$ cat src/rtl/ysyx_22050612_ifu_fetch.sv
// Non-speculative instruction fetch: one 32-bit instruction in flight, PC advanced from execute's dnpc.
// Optional feature macro: IFU_ALIGN_CHECK_EN (misaligned dnpc faults instead of being truncated).
module ysyx_22050612_ifu_fetch #(
  parameter logic [63:0] RESET_PC = 64'h8000_0000
) (
  input  logic        clk,
  input  logic        rst_n,
  output logic        imem_req_valid,
  input  logic        imem_req_ready,
  output logic [63:0] imem_req_addr,
  input  logic        imem_resp_valid,
  input  logic [63:0] imem_resp_data,
  input  logic        imem_resp_err,
  output logic        inst_valid,
  input  logic        inst_ready,
  output logic [31:0] inst,
  output logic [63:0] inst_pc,
  input  logic        exu_done,
  input  logic [63:0] exu_dnpc,
  output logic        fetch_fault
);

  typedef enum logic [2:0] {
    S_BOOT,
    S_REQ,
    S_WAIT,
    S_HOLD,
    S_NPC,
    S_FAULT
  } state_e;

  state_e      state_q, state_d;
  logic [63:0] pc_q, pc_d;
  logic [31:0] inst_q, inst_d;
  logic [63:0] inst_pc_q, inst_pc_d;

  always_comb begin
    state_d   = state_q;
    pc_d      = pc_q;
    inst_d    = inst_q;
    inst_pc_d = inst_pc_q;
    case (state_q)
      S_BOOT: state_d = S_REQ;
      S_REQ: begin
        if (imem_req_ready) state_d = S_WAIT;
      end
      S_WAIT: begin
        if (imem_resp_valid) begin
          if (imem_resp_err) begin
            state_d = S_FAULT;
          end else begin
            inst_d    = pc_q[2] ? imem_resp_data[63:32] : imem_resp_data[31:0];
            inst_pc_d = pc_q;
            state_d   = S_HOLD;
          end
        end
      end
      S_HOLD: begin
        if (inst_ready) state_d = S_NPC;
      end
      S_NPC: begin
        if (exu_done) begin
`ifdef IFU_ALIGN_CHECK_EN
          if (exu_dnpc[1:0] != 2'b00) begin
            state_d = S_FAULT;
          end else begin
            pc_d    = exu_dnpc;
            state_d = S_REQ;
          end
`else
          pc_d    = {exu_dnpc[63:2], 2'b00};
          state_d = S_REQ;
`endif
        end
      end
      S_FAULT: state_d = S_FAULT;
      default: state_d = S_BOOT;
    endcase
  end

  always_ff @(posedge clk or negedge rst_n) begin
    if (!rst_n) begin
      state_q   <= S_BOOT;
      pc_q      <= RESET_PC;
      inst_q    <= '0;
      inst_pc_q <= '0;
    end else begin
      state_q   <= state_d;
      pc_q      <= pc_d;
      inst_q    <= inst_d;
      inst_pc_q <= inst_pc_d;
    end
  end

`ifndef IFU_ALIGN_CHECK_EN
  logic unused_dnpc_lsbs;
  assign unused_dnpc_lsbs = ^exu_dnpc[1:0];
`endif

  // Address is gated so every output reads zero while held in reset.
  assign imem_req_valid = (state_q == S_REQ);
  assign imem_req_addr  = imem_req_valid ? {pc_q[63:3], 3'b000} : '0;
  assign inst_valid     = (state_q == S_HOLD);
  assign inst           = inst_q;
  assign inst_pc        = inst_pc_q;
  assign fetch_fault    = (state_q == S_FAULT);

endmodule

$ cat config.mk
export PLATFORM = sky130hd
export DESIGN_NAME = ysyx_22050612_ifu_fetch
export DESIGN_NICKNAME = d
export VERILOG_FILES = /design/src/rtl/ysyx_22050612_ifu_fetch.sv
export SDC_FILE = /design/constraint.sdc
export NUM_CORES = 1
export LEC_CHECK = 0
export CORE_MARGIN = 2
export CORE_UTILIZATION = 40
export CTS_BUF_LIST = sky130_fd_sc_hd__clkbuf_4 sky130_fd_sc_hd__clkbuf_8
export DETAILED_ROUTE_END_ITERATION = 10
export GPL_TIMING_DRIVEN = 0
export MAX_ROUTING_LAYER = met4
export PLACE_DENSITY = 0.82
export SLEW_MARGIN = 20
export SYNTH_ARGS = -nofsm -noshare
export SYNTH_HDL_FRONTEND = slang
export SYNTH_SLANG_ARGS = --single-unit
$ cat constraint.sdc
create_clock -name clk -period 1.5 [get_ports clk]
set_clock_uncertainty 0.1 [all_clocks]
set_input_delay 0.3 -clock clk [delete_from_list [all_inputs] [get_ports clk]]
set_output_delay 0.3 -clock clk [all_outputs]
set_load 0.1 [all_outputs]
==> impl.org <==
** Logic synthesis
- Cell Area, Synth :: 7180 µm²
- The share of the Yosys chip area taken by registers is 55.4%.
- Post-synthesis instance total :: 464
- In this run, synthesis produced a sequential element count of 159.
- In this run, distinct cell masters in the synthesized netlist total 26.
- Yosys warns :: 0
- Dividing the synthesized area by the synthesized cell count gives 15.5 µm².

** Critical path
- STA classifies the critical path endpoint as an output port.
- Across all register-to-register paths, the minimum setup slack is -0.45 ns.
- The startpoint identified for the worst register-to-register timing path is state_q[0].
- Data arrival time of the worst path :: 1.77 ns
- By startpoint and endpoint, the worst setup path is classified as reg -> out.
- Crit Path Max Fanout :: 10
- For the worst flop-to-flop path, the logic depth is 8.
- R2R Path End :: inst[1]
- STA classifies the critical path startpoint as a flip-flop.
- The most critical setup path has its startpoint at state_q[2].
- Data on the critical path is required at its endpoint by 1.10 ns.
- In this run the worst setup path terminates at imem_req_addr[7].

** Die
- The die covers 19000 µm².
- During I/O placement, the number of pins put on the boundary was 298.
- Die width :: 138 µm
- Starting density of the core :: 41.2%
- Standard-cell rows :: 48
- Die Height :: 138 µm
- Placeable Area :: 17400 µm²

** Placement
- The number of placed instances, taps included, is 984.
- Detailed placement finished with a half-perimeter wire length of 14000 µm.
- Count of input and output buffers :: 290
- RD Place Congestion :: 0.781

** Final layout
- The number of antenna diodes in the final layout is 0.
- Compared with the post-synthesis result, the final layout area differs by 69.6%.
- Final cell count without fillers :: 1038
- The top cell types in the final layout, fill and taps aside, are 157 x dfrtp_1, 131 x clkdlybuf4s50_1, 126 x mux2_2.
- The library cell used most frequently in the layout, excluding fill and tap cells, is dfrtp_1.
- Number of inserted filler cells in the final layout :: 1128
- Final Net Count :: 936
- Of the cells placed in the final design, the portion with a size suffix greater than 1 is 62.4%.

** Min path
- Class of the tightest hold or removal check :: in -> async

** Timing
- Final period util :: 145%
- At the pin with the least slew margin, the transition time is 0.653 ns.
- Timing would allow up to 460 MHz.
- Worst path setup slack after routing :: -0.674 ns
- Slew margin rel. :: 56.5%
- The max-slew violation total from the final report is 0.
- Final Setup Violations :: 222
- Number of endpoints with negative hold slack in the final report :: 0
- Subtracting the final worst setup slack from the clock period gives 2.17 ns.
- Final sum of negative setup slack :: -101.47 ns
- Tightest hold margin :: 0.341 ns
- Unrepaired setup endpoints after global routing :: yes

** Route
- Summed over all layers, the routed wires come to 20100 µm.
- After detailed routing, the number of remaining DRC violations is 0.
- The detail route stage leaves a number of antenna-violating nets equal to 0.
- Number of DRC violations after detailed-routing iteration 0 :: 148
- Routed vias/inst :: 4.80
- In the final routed layout, each cell accounts on average for 19.3 µm.
- Vias :: 4979
- First-pass iteration count of the detailed router :: 4

** Clocking
- The H-tree generated during clock tree synthesis spans 4 levels.
- The clock net in this run drives a total of 159 sinks.
- Largest buffer count on any clock path :: 2
- Clock tree synthesis selected as its root buffer the cell clkbuf_8.
- Clock tree from TritonCTS :: done
- Clk slew on worst S/H paths :: 0.08 ns
- Later-pin clock latency in the skew report :: 0.45 ns
- Number of CTS-inserted buffers :: 17

** Global route
- The via count of the first global-routing pass came to 5721.
- GRT Total Usage :: 22.3%
- Initial antenna violation count :: 0
- The first global-routing pass estimated 31100 µm of wire.
- Summed over all layers, the global routing overflow is 0.
- Largest net degree at the start of global routing :: 87

** Run status
- Run status :: complete, but fails checks
- Failing checks :: negative setup slack

** Flow run
- Max-capacitance violation count :: 0
[cell families (layout without fill, tap and decap cells)]
group                  count (synthesis)  after routing  synth area share [%]
DFF                                  159            159                  55.4
AOI/OAI and AO/OA                      6              6                 0.575
and+or+nand+nor                       73             73                  6.52
muxes                                190            190                  32.9
buffers and inverters                 35            380                  4.53
other                                  1              5                0.0522
[state kept, by name, indices dropped and copies added, names as in the netlist]
name     cells
inst_pc     62
state_q      3
inst        32
pc_q        62
[Yosys cell counts (all sizes together)]
| master | n | share of area [%] |
|---|---|---|
| mux2 | 188 | 33 |
| dfrtp | 158 | 55 |
| and2 | 61 | 5.3 |
| buf | 28 | 4.2 |
| clkbuf | 6 | 0.31 |
| nand2b | 3 | 0.37 |
| nor2 | 3 | 0.16 |
| a21oi | 2 | 0.14 |
| and3 | 2 | 0.17 |
| mux2i | 2 | 0.28 |
| a2111oi | 1 | 0.12 |
| a31o | 1 | 0.12 |
| conb | 1 | 0.052 |
| dfstp | 1 | 0.37 |
| inv | 1 | 0.052 |
| nand3 | 1 | 0.14 |
| nor2b | 1 | 0.12 |
| nor3 | 1 | 0.070 |
| nor3b | 1 | 0.17 |
| o21bai | 1 | 0.10 |
| o22ai | 1 | 0.087 |
[worst min path at each step]
| stage | from | slack (ns) | end | cells past startpoint |
|---|---|---|---|---|
| 2_1_floorplan | rst_n | -0.1 | inst[0] | 0 |
| 3_3_place_gp | inst_pc[46] | 0.39 | inst_pc[46] | 1 |
| 3_5_place_dp | rst_n | 0.24 | inst_pc[60] | 1 |
| 4_1_cts | exu_dnpc[8] | 0.33 | pc_q[8] | 2 |
| 5_1_grt | exu_dnpc[39] | 0.33 | pc_q[39] | 2 |
| 6_report | rst_n | 0.34 | inst[13] | 2 |
[per-stage QoR]
stage	cell area, µm²	setup WS [ns]	utilization [%]
2_1_floorplan	7410	-0.232	-
3_3_place_gp	10600	-6.07	60.9
3_5_place_dp	10600	-1.48	61.0
4_1_cts	12200	-0.679	69.9
5_1_grt	12200	-0.736	69.9
6_report	12200	-0.674	69.9
[metal layers]
| metal | vias up | wire length [µm] | track usage (%) |
|---|---|---|---|
| met5 | - | 0 | - |
| met4 | 0 | 388 | 7.14 |
| met3 | 28 | 1320 | 5.70 |
| met2 | 181 | 10800 | 39.6 |
| met1 | 2508 | 7540 | 24.6 |
| li1 | 2262 | - | - |
[critical path: stages (launching register included)]
cell       delay (ns)
dfrtp_2          0.41
nand2b_4         0.15
nor2_4           0.11
buf_12           0.16
clkbuf_16        0.16
and2_4           0.16
buf_12           0.17
[area by class of cell]
cell class	instances	area (µm²)	area share [%]
repair buffers	314	4070	33.4
flip-flops and latches	159	3980	32.7
multi-input cells	274	3080	25.3
plain buffers	34	433	3.55
well taps	225	282	2.31
clock buffers	20	263	2.16
clock inverters	11	68.8	0.565
inverters	1	3.75	0.0308
[repair_timing]
| item | CTS | global route |
|---|---|---|
| hold buffers | 1 | 0 |
| setup buffers | 14 | 1 |
| endpoints found under the setup margin | 314 | 287 |
| gates cloned | 7 | 0 |
| pin swaps | 1 | 1 |
| hold endpoints to repair | 84 | 0 |
| resized for setup | 1256 | 3 |
Power is left out: the tool's default activity adds up to more than one toggle a clock period on the data nets, which glitch-free logic cannot reach.
